==> config.mk <==
export PLATFORM = sky130hd
export DESIGN_NAME = seg_scan_ctrl
export DESIGN_NICKNAME = d
export VERILOG_FILES = /design/src/rtl/seg_pkg.sv /design/src/rtl/seg_hex7.sv /design/src/rtl/seg_scan_ctrl.sv
export SDC_FILE = /design/constraint.sdc
export NUM_CORES = 1
export LEC_CHECK = 0
export BUFFER_PORTS_ARGS = -buffer_cell sky130_fd_sc_hd__buf_4
export CORE_MARGIN = 2
export CORE_UTILIZATION = 36
export CTS_BUF_LIST = sky130_fd_sc_hd__clkbuf_8
export CTS_CLUSTER_DIAMETER = 30
export DETAILED_ROUTE_END_ITERATION = 8
export PLACE_DENSITY_LB_ADDON = 0.3
export SYNTH_ARGS = -nofsm -noshare
export SYNTH_HDL_FRONTEND = slang
export SYNTH_SLANG_ARGS = --single-unit
==> constraint.sdc <==
create_clock -name clk -period 7.3 [get_ports clk]
set_input_delay 0.365 -clock clk [delete_from_list [all_inputs] [get_ports clk]]
set_output_delay 0.365 -clock clk [all_outputs]
set_load 0.02 [all_outputs]
==> src/rtl/seg_pkg.sv <==
// seg_pkg: shared constants and types for the seven-segment scan controller.
//   NUM_DIGITS   - digits on the display (one hex nibble each)
//   SEG_BLANK    - active-low pattern with every segment dark
//   HEX_0..HEX_F - active-low {g,f,e,d,c,b,a} glyphs for the hex digits
//   load_state_t - states of the load/commit handshake
package seg_pkg;

    localparam int unsigned NUM_DIGITS = 8;

    localparam logic [6:0] SEG_BLANK = 7'h7F;

    localparam logic [6:0] HEX_0 = 7'h40;
    localparam logic [6:0] HEX_1 = 7'h79;
    localparam logic [6:0] HEX_2 = 7'h24;
    localparam logic [6:0] HEX_3 = 7'h30;
    localparam logic [6:0] HEX_4 = 7'h19;
    localparam logic [6:0] HEX_5 = 7'h12;
    localparam logic [6:0] HEX_6 = 7'h02;
    localparam logic [6:0] HEX_7 = 7'h78;
    localparam logic [6:0] HEX_8 = 7'h00;
    localparam logic [6:0] HEX_9 = 7'h10;
    localparam logic [6:0] HEX_A = 7'h08;
    localparam logic [6:0] HEX_B = 7'h03;
    localparam logic [6:0] HEX_C = 7'h46;
    localparam logic [6:0] HEX_D = 7'h21;
    localparam logic [6:0] HEX_E = 7'h06;
    localparam logic [6:0] HEX_F = 7'h0E;

    typedef enum logic {
        ST_EMPTY   = 1'b0,
        ST_PENDING = 1'b1
    } load_state_t;

endpackage

==> src/rtl/seg_hex7.sv <==
// seg_hex7: combinational hex nibble to seven-segment glyph decoder.
//   nibble - 4-bit value to display
//   seg_n  - active-low segments {g,f,e,d,c,b,a}
module seg_hex7
    import seg_pkg::*;
(
    input  logic [3:0] nibble,
    output logic [6:0] seg_n
);

    always_comb begin
        seg_n = SEG_BLANK;
        case (nibble)
            4'h0: seg_n = HEX_0;
            4'h1: seg_n = HEX_1;
            4'h2: seg_n = HEX_2;
            4'h3: seg_n = HEX_3;
            4'h4: seg_n = HEX_4;
            4'h5: seg_n = HEX_5;
            4'h6: seg_n = HEX_6;
            4'h7: seg_n = HEX_7;
            4'h8: seg_n = HEX_8;
            4'h9: seg_n = HEX_9;
            4'hA: seg_n = HEX_A;
            4'hB: seg_n = HEX_B;
            4'hC: seg_n = HEX_C;
            4'hD: seg_n = HEX_D;
            4'hE: seg_n = HEX_E;
            4'hF: seg_n = HEX_F;
            default: seg_n = SEG_BLANK;
        endcase
    end

endmodule

==> src/rtl/seg_scan_ctrl.sv <==
// seg_scan_ctrl: time-multiplexed scan controller for an 8-digit
// common-anode seven-segment display.
//   clk, rst_n  - clock, asynchronous active-low reset
//   load        - single-cycle request to display data_in/dp_in
//   data_in     - 32-bit hex value, nibble k shown on digit k
//   dp_in       - decimal points, 1 = lit
//   lz_en       - leading-zero blanking enable (level)
//   Q           - current digit index, feeds the digit-enable decoder
//   seg_n, dp_n - active-low segments / decimal point for digit Q
//   load_ack    - one-cycle pulse after new data has been committed
//   frame_start - one-cycle pulse in the first cycle with Q == 0
module seg_scan_ctrl
    import seg_pkg::*;
#(
    parameter int unsigned SCAN_DIV = 100000,
    parameter int unsigned GUARD    = 16
) (
    input  logic        clk,
    input  logic        rst_n,
    input  logic        load,
    input  logic [31:0] data_in,
    input  logic [7:0]  dp_in,
    input  logic        lz_en,
    output logic [2:0]  Q,
    output logic [6:0]  seg_n,
    output logic        dp_n,
    output logic        load_ack,
    output logic        frame_start
);

    localparam int unsigned CNT_W = (SCAN_DIV > 1) ? $clog2(SCAN_DIV) : 1;
    localparam logic [CNT_W-1:0] CNT_MAX = CNT_W'(SCAN_DIV - 1);
    localparam logic [CNT_W-1:0] GUARD_C = CNT_W'(GUARD);

    logic [CNT_W-1:0] count;
    logic [CNT_W-1:0] count_nxt;
    logic [2:0]       q_nxt;
    logic             tick;
    logic             boundary;

    load_state_t      state;
    load_state_t      state_nxt;
    logic [31:0]      pend_data;
    logic [31:0]      pend_data_nxt;
    logic [7:0]       pend_dp;
    logic [7:0]       pend_dp_nxt;
    logic [31:0]      act_data;
    logic [31:0]      act_data_nxt;
    logic [7:0]       act_dp;
    logic [7:0]       act_dp_nxt;
    logic             commit;

    logic [7:0]       lz_blank;
    logic             seen_nz;
    logic [3:0]       nibble;
    logic [6:0]       hex_pat;
    logic             in_guard;
    logic [6:0]       seg_nxt;
    logic             dp_nxt;

    // Prescaler and digit index.
    always_comb begin
        tick      = (count == CNT_MAX);
        boundary  = tick && (Q == 3'd7);
        count_nxt = tick ? '0 : count + 1'b1;
        q_nxt     = tick ? Q + 3'd1 : Q;
    end

    // Load FSM. A load coinciding with a frame boundary bypasses the
    // pending register and goes straight to active, so it is never
    // delayed by a frame and supersedes anything already pending.
    always_comb begin
        state_nxt     = state;
        pend_data_nxt = pend_data;
        pend_dp_nxt   = pend_dp;
        act_data_nxt  = act_data;
        act_dp_nxt    = act_dp;
        commit        = 1'b0;
        if (boundary && load) begin
            act_data_nxt = data_in;
            act_dp_nxt   = dp_in;
            commit       = 1'b1;
            state_nxt    = ST_EMPTY;
        end else begin
            unique case (state)
                ST_EMPTY: begin
                    if (load) begin
                        pend_data_nxt = data_in;
                        pend_dp_nxt   = dp_in;
                        state_nxt     = ST_PENDING;
                    end
                end
                ST_PENDING: begin
                    if (boundary) begin
                        act_data_nxt = pend_data;
                        act_dp_nxt   = pend_dp;
                        commit       = 1'b1;
                        state_nxt    = ST_EMPTY;
                    end else if (load) begin
                        pend_data_nxt = data_in;
                        pend_dp_nxt   = dp_in;
                    end
                end
                default: state_nxt = ST_EMPTY;
            endcase
        end
    end

    // Leading-zero mask on the data that will be shown next cycle.
    // Digit k is blankable when nibbles 7..k are all zero; digit 0 never is.
    always_comb begin
        lz_blank = '0;
        seen_nz  = 1'b0;
        for (int unsigned k = NUM_DIGITS - 1; k >= 1; k--) begin
            seen_nz     = seen_nz | (act_data_nxt[4*k +: 4] != 4'h0);
            lz_blank[k] = ~seen_nz;
        end
    end

    assign nibble = act_data_nxt[{q_nxt, 2'b00} +: 4];

    seg_hex7 u_hex (
        .nibble (nibble),
        .seg_n  (hex_pat)
    );

    // Outputs are computed from next-state values so the registered
    // segment lines always match the registered Q.
    always_comb begin
        in_guard = (GUARD != 0) && (count_nxt < GUARD_C);
        seg_nxt  = SEG_BLANK;
        dp_nxt   = 1'b1;
        if (!in_guard) begin
            seg_nxt = (lz_en && lz_blank[q_nxt]) ? SEG_BLANK : hex_pat;
            dp_nxt  = ~act_dp_nxt[q_nxt];
        end
    end

    always_ff @(posedge clk or negedge rst_n) begin
        if (!rst_n) begin
            count       <= '0;
            Q           <= '0;
            state       <= ST_EMPTY;
            pend_data   <= '0;
            pend_dp     <= '0;
            act_data    <= '0;
            act_dp      <= '0;
            seg_n       <= SEG_BLANK;
            dp_n        <= 1'b1;
            load_ack    <= 1'b0;
            frame_start <= 1'b0;
        end else begin
            count       <= count_nxt;
            Q           <= q_nxt;
            state       <= state_nxt;
            pend_data   <= pend_data_nxt;
            pend_dp     <= pend_dp_nxt;
            act_data    <= act_data_nxt;
            act_dp      <= act_dp_nxt;
            seg_n       <= seg_nxt;
            dp_n        <= dp_nxt;
            load_ack    <= commit;
            frame_start <= boundary;
        end
    end

endmodule
==> qor.txt <==
Synth Instances - 543
antenna diode count - 0
IO Count - 57
HPWL after detailed placement - 9980 µm
layout cells sized above 1 - 23.6%
1st-iter DRT viols - 273
Via density - 5.50
CP Max Fanout - 23
Final Slew Violations - 0
crit path kind - flop to flop
WHS Path Cells - 2
worst hold path endpoint - pend_data[23]
Pre-antenna DRT Iters - 5
Layout Cells excl Fill - 806
Total GRT Usage - 17.3%
Avg Cell Area, Syn - 10.6 µm²
global route overflow - 0
largest net degree at the start of global routing - 84
Clock Sinks - 111
Wirelength per Cell - 17.6 µm
clock share of power - 36.9%
Max clock buf depth - 2
Worst Setup End Kind - flop
status - finished, final reports clean
Core Region - 15700 µm²
die area - 17000 µm²
worst r2r dst - seg_n[0]
fin nets - 638
clk_lat worst skew - 400 ps
ys async rst share - 100%
drt drc - 0
Comb pwr share - 6.7%
RSZ-0062 raised after global routing - false
setup violators final - 0
global placer's final weighted congestion - 0.872
grt met1 use - 24.3%
Slew @ Worst Pin - 1060 ps
die width - 130 µm
P_int - 882 µW
Clock transition at path regs - 110 ps
met2 usage - 26.9%
GRT busiest layer - met2
Hold WC Path Type - input pin to flop
total number of vias - 4430
setup tns final - 0 ps
Post-synth EDFFs - 0
top-count cell post-synth - dfrtp_1
Syn. warnings - 0
Max Freq - 229 MHz
CTS tree - done
Root Driver - clkbuf_8
Mapped Area - 5740 µm²
quantity of I/O buffers inserted on ports - 56
Final ANT Viol Nets - 0
number of max-cap violations - 0
Post-synth top flop - dfrtp_1
number of global-route vias before repair - 4246
synth cell count leaders - dfrtp_1 (103), nand2_1 (71), mux2_2 (40)
first-pass GRT wire length - 22600 µm
H-tree depth - 3
Power Density - 176 nW/µm²
P&R area growth vs syn - 13.8%
dpl cells - 789
sequential group share of total power - 56.4%
worst reg2reg setup slack - 2940 ps
VDD IR max - 0.0712 mV
Critical Path Start Type - flop
Total Routed Length - 14200 µm
setup bufs post-CTS - 0
number of synthesized register bits - 111
skew final - 15.2 ps
Num CTS Buffers - 9
syn nets - 596
worst r2r path cells - 15
Final Hold Fails - 0
Synth cell types - 58
global routing usage on met3 - 3.03%
initial core utilization - 36.5%
Seq/Total Area, Yosys - 48.6%
Cell Rows - 46
Crit path arrival time - 4690 ps
biggest area consumer among synthesized cells - dfrtp_1
P_sw - 270 µW
share of the synthesized area in the top cell type - 44.9%
Critical Path RT - 7630 ps
Slew HR - 29.6%
largest cells by area after synthesis - dfrtp_1 (45%), mux2_2 (7.9%), nand2_1 (4.6%)
Die Height - 130 µm
final period utilization - 59.7%
min Tclk post-route - 4360 ps
r2r startpoint - count[0]
initial antenna violation count - 0
Pleak - 2.87 nW
hold path startpoint - data_in[23]
switching share of power - 23.4%
-- cell families (layout without fill, tap and decap cells) --
family	after synthesis	in the layout	synth area share (%)
XOR/XNOR	15	15	2.29
flip-flops	111	111	48.6
AND/OR/NAND/NOR	173	173	14.9
buffers and inverters	44	91	3.97
AO/OA/AOI/OAI	130	130	16.8
adder cells (fa/ha/maj)	9	9	1.96
multiplexers	61	61	11.5
-- layout by cell type, fill, tap and decap left out, types with 2 or more instances in the layout --
cell type     n
dfrtp_1     103
nand2_1      71
buf_4        62
mux2_2       40
nor2_1       34
o21ai_0      25
mux2i_1      21
a221o_1      21
o31ai_1      20
nand3_1      16
a21oi_1      13
clkbuf_8     10
inv_1         9
ha_1          9
xnor2_1       8
nor3_1        8
dfstp_2       8
xor2_1        7
a22oi_1       7
a32oi_1       7
and2_1        7
o211ai_1      7
and3_1        6
nand4_1       6
o21ai_1       5
nor4_1        5
a21o_1        4
a211oi_1      4
o22a_1        3
a221oi_1      3
and4_1        2
or3_1         2
nor2b_1       2
nand2b_1      2
inv_2         2
or2_2         2
o21bai_1      2
clkinvlp_4    2
bufinv_16     2
-- power by group through the flow --
stage | sequential (mW) | clock [mW] | combinational, mW
2_1_floorplan | 0.658 | 0 | 0.0366
3_3_place_gp | 0.660 | 0 | 0.0773
3_5_place_dp | 0.661 | 0 | 0.0784
4_1_cts | 0.649 | 0.437 | 0.0790
5_1_grt | 0.652 | 0.461 | 0.0857
6_report | 0.649 | 0.425 | 0.0773
-- through the flow --
step                worst slack, ps  utilization (%)  area (µm²)  power, mW  hold WS (ps)
floorplan                      3930                -        5740      0.694          69.4
global placement               3140             40.0        6290      0.738           310
detailed placement             2980             40.0        6290      0.740           312
CTS                            2950             41.6        6530       1.17           186
global route                   2560             41.6        6530       1.20           181
finish                         2940             41.6        6530       1.15           202
-- flip-flops by register name, summed over array words and instances, names as in the netlist --
name,flops
act_data,32
pend_data,32
count,17
act_dp,8
pend_dp,8
seg_n,7
Q,3
dp_n,1
frame_start,1
load_ack,1
state,1
-- metal layers --
metal  part of all wire, %  up-vias
li1                      -     2074
met1                    47     2202
met2                    46      132
met3                   4.9       22
met4                   2.2        0
met5                     0        -
-- final cells by class --
class / instances / area, µm²
clock inverter: 6 / 92.6
clock buffer: 10 / 138
tap: 216 / 270
inverter: 12 / 45.0
timing repair buffer: 63 / 475
sequential: 111 / 2790
fill: 1494 / 9180
multi-input combinational: 388 / 2720
-- worst max path at each step --
stage | from | endpoint | slack (ps) | cells past startpoint
2_1_floorplan | Q[0] | seg_n[0] | 3930 | 16
3_3_place_gp | count[11] | seg_n[0] | 3140 | 14
3_5_place_dp | count[0] | seg_n[0] | 2980 | 15
4_1_cts | count[0] | seg_n[0] | 2950 | 15
5_1_grt | count[0] | seg_n[0] | 2560 | 15
6_report | count[0] | seg_n[0] | 2940 | 15
-- critical path: stages, from the launching register on --
cell     delay (ps)
dfrtp_1         410
ha_1            210
and4_1          260
and4_1          660
and3_1          750
buf_4           420
a221o_1         260
mux2i_1          90
o21ai_1         310
o31ai_4         170
inv_2           120
ha_1            160
inv_1            50
a21oi_1         200
mux2i_1         110
nand3_1          90
-- what timing repair did --
action | 4_1_cts | 5_1_grt
hold endpoints to repair | 21 | 0
resized for setup | 0 | 0
hold buffers | 1 | 0
No activity file was read; power rests on OpenSTA's default activity.
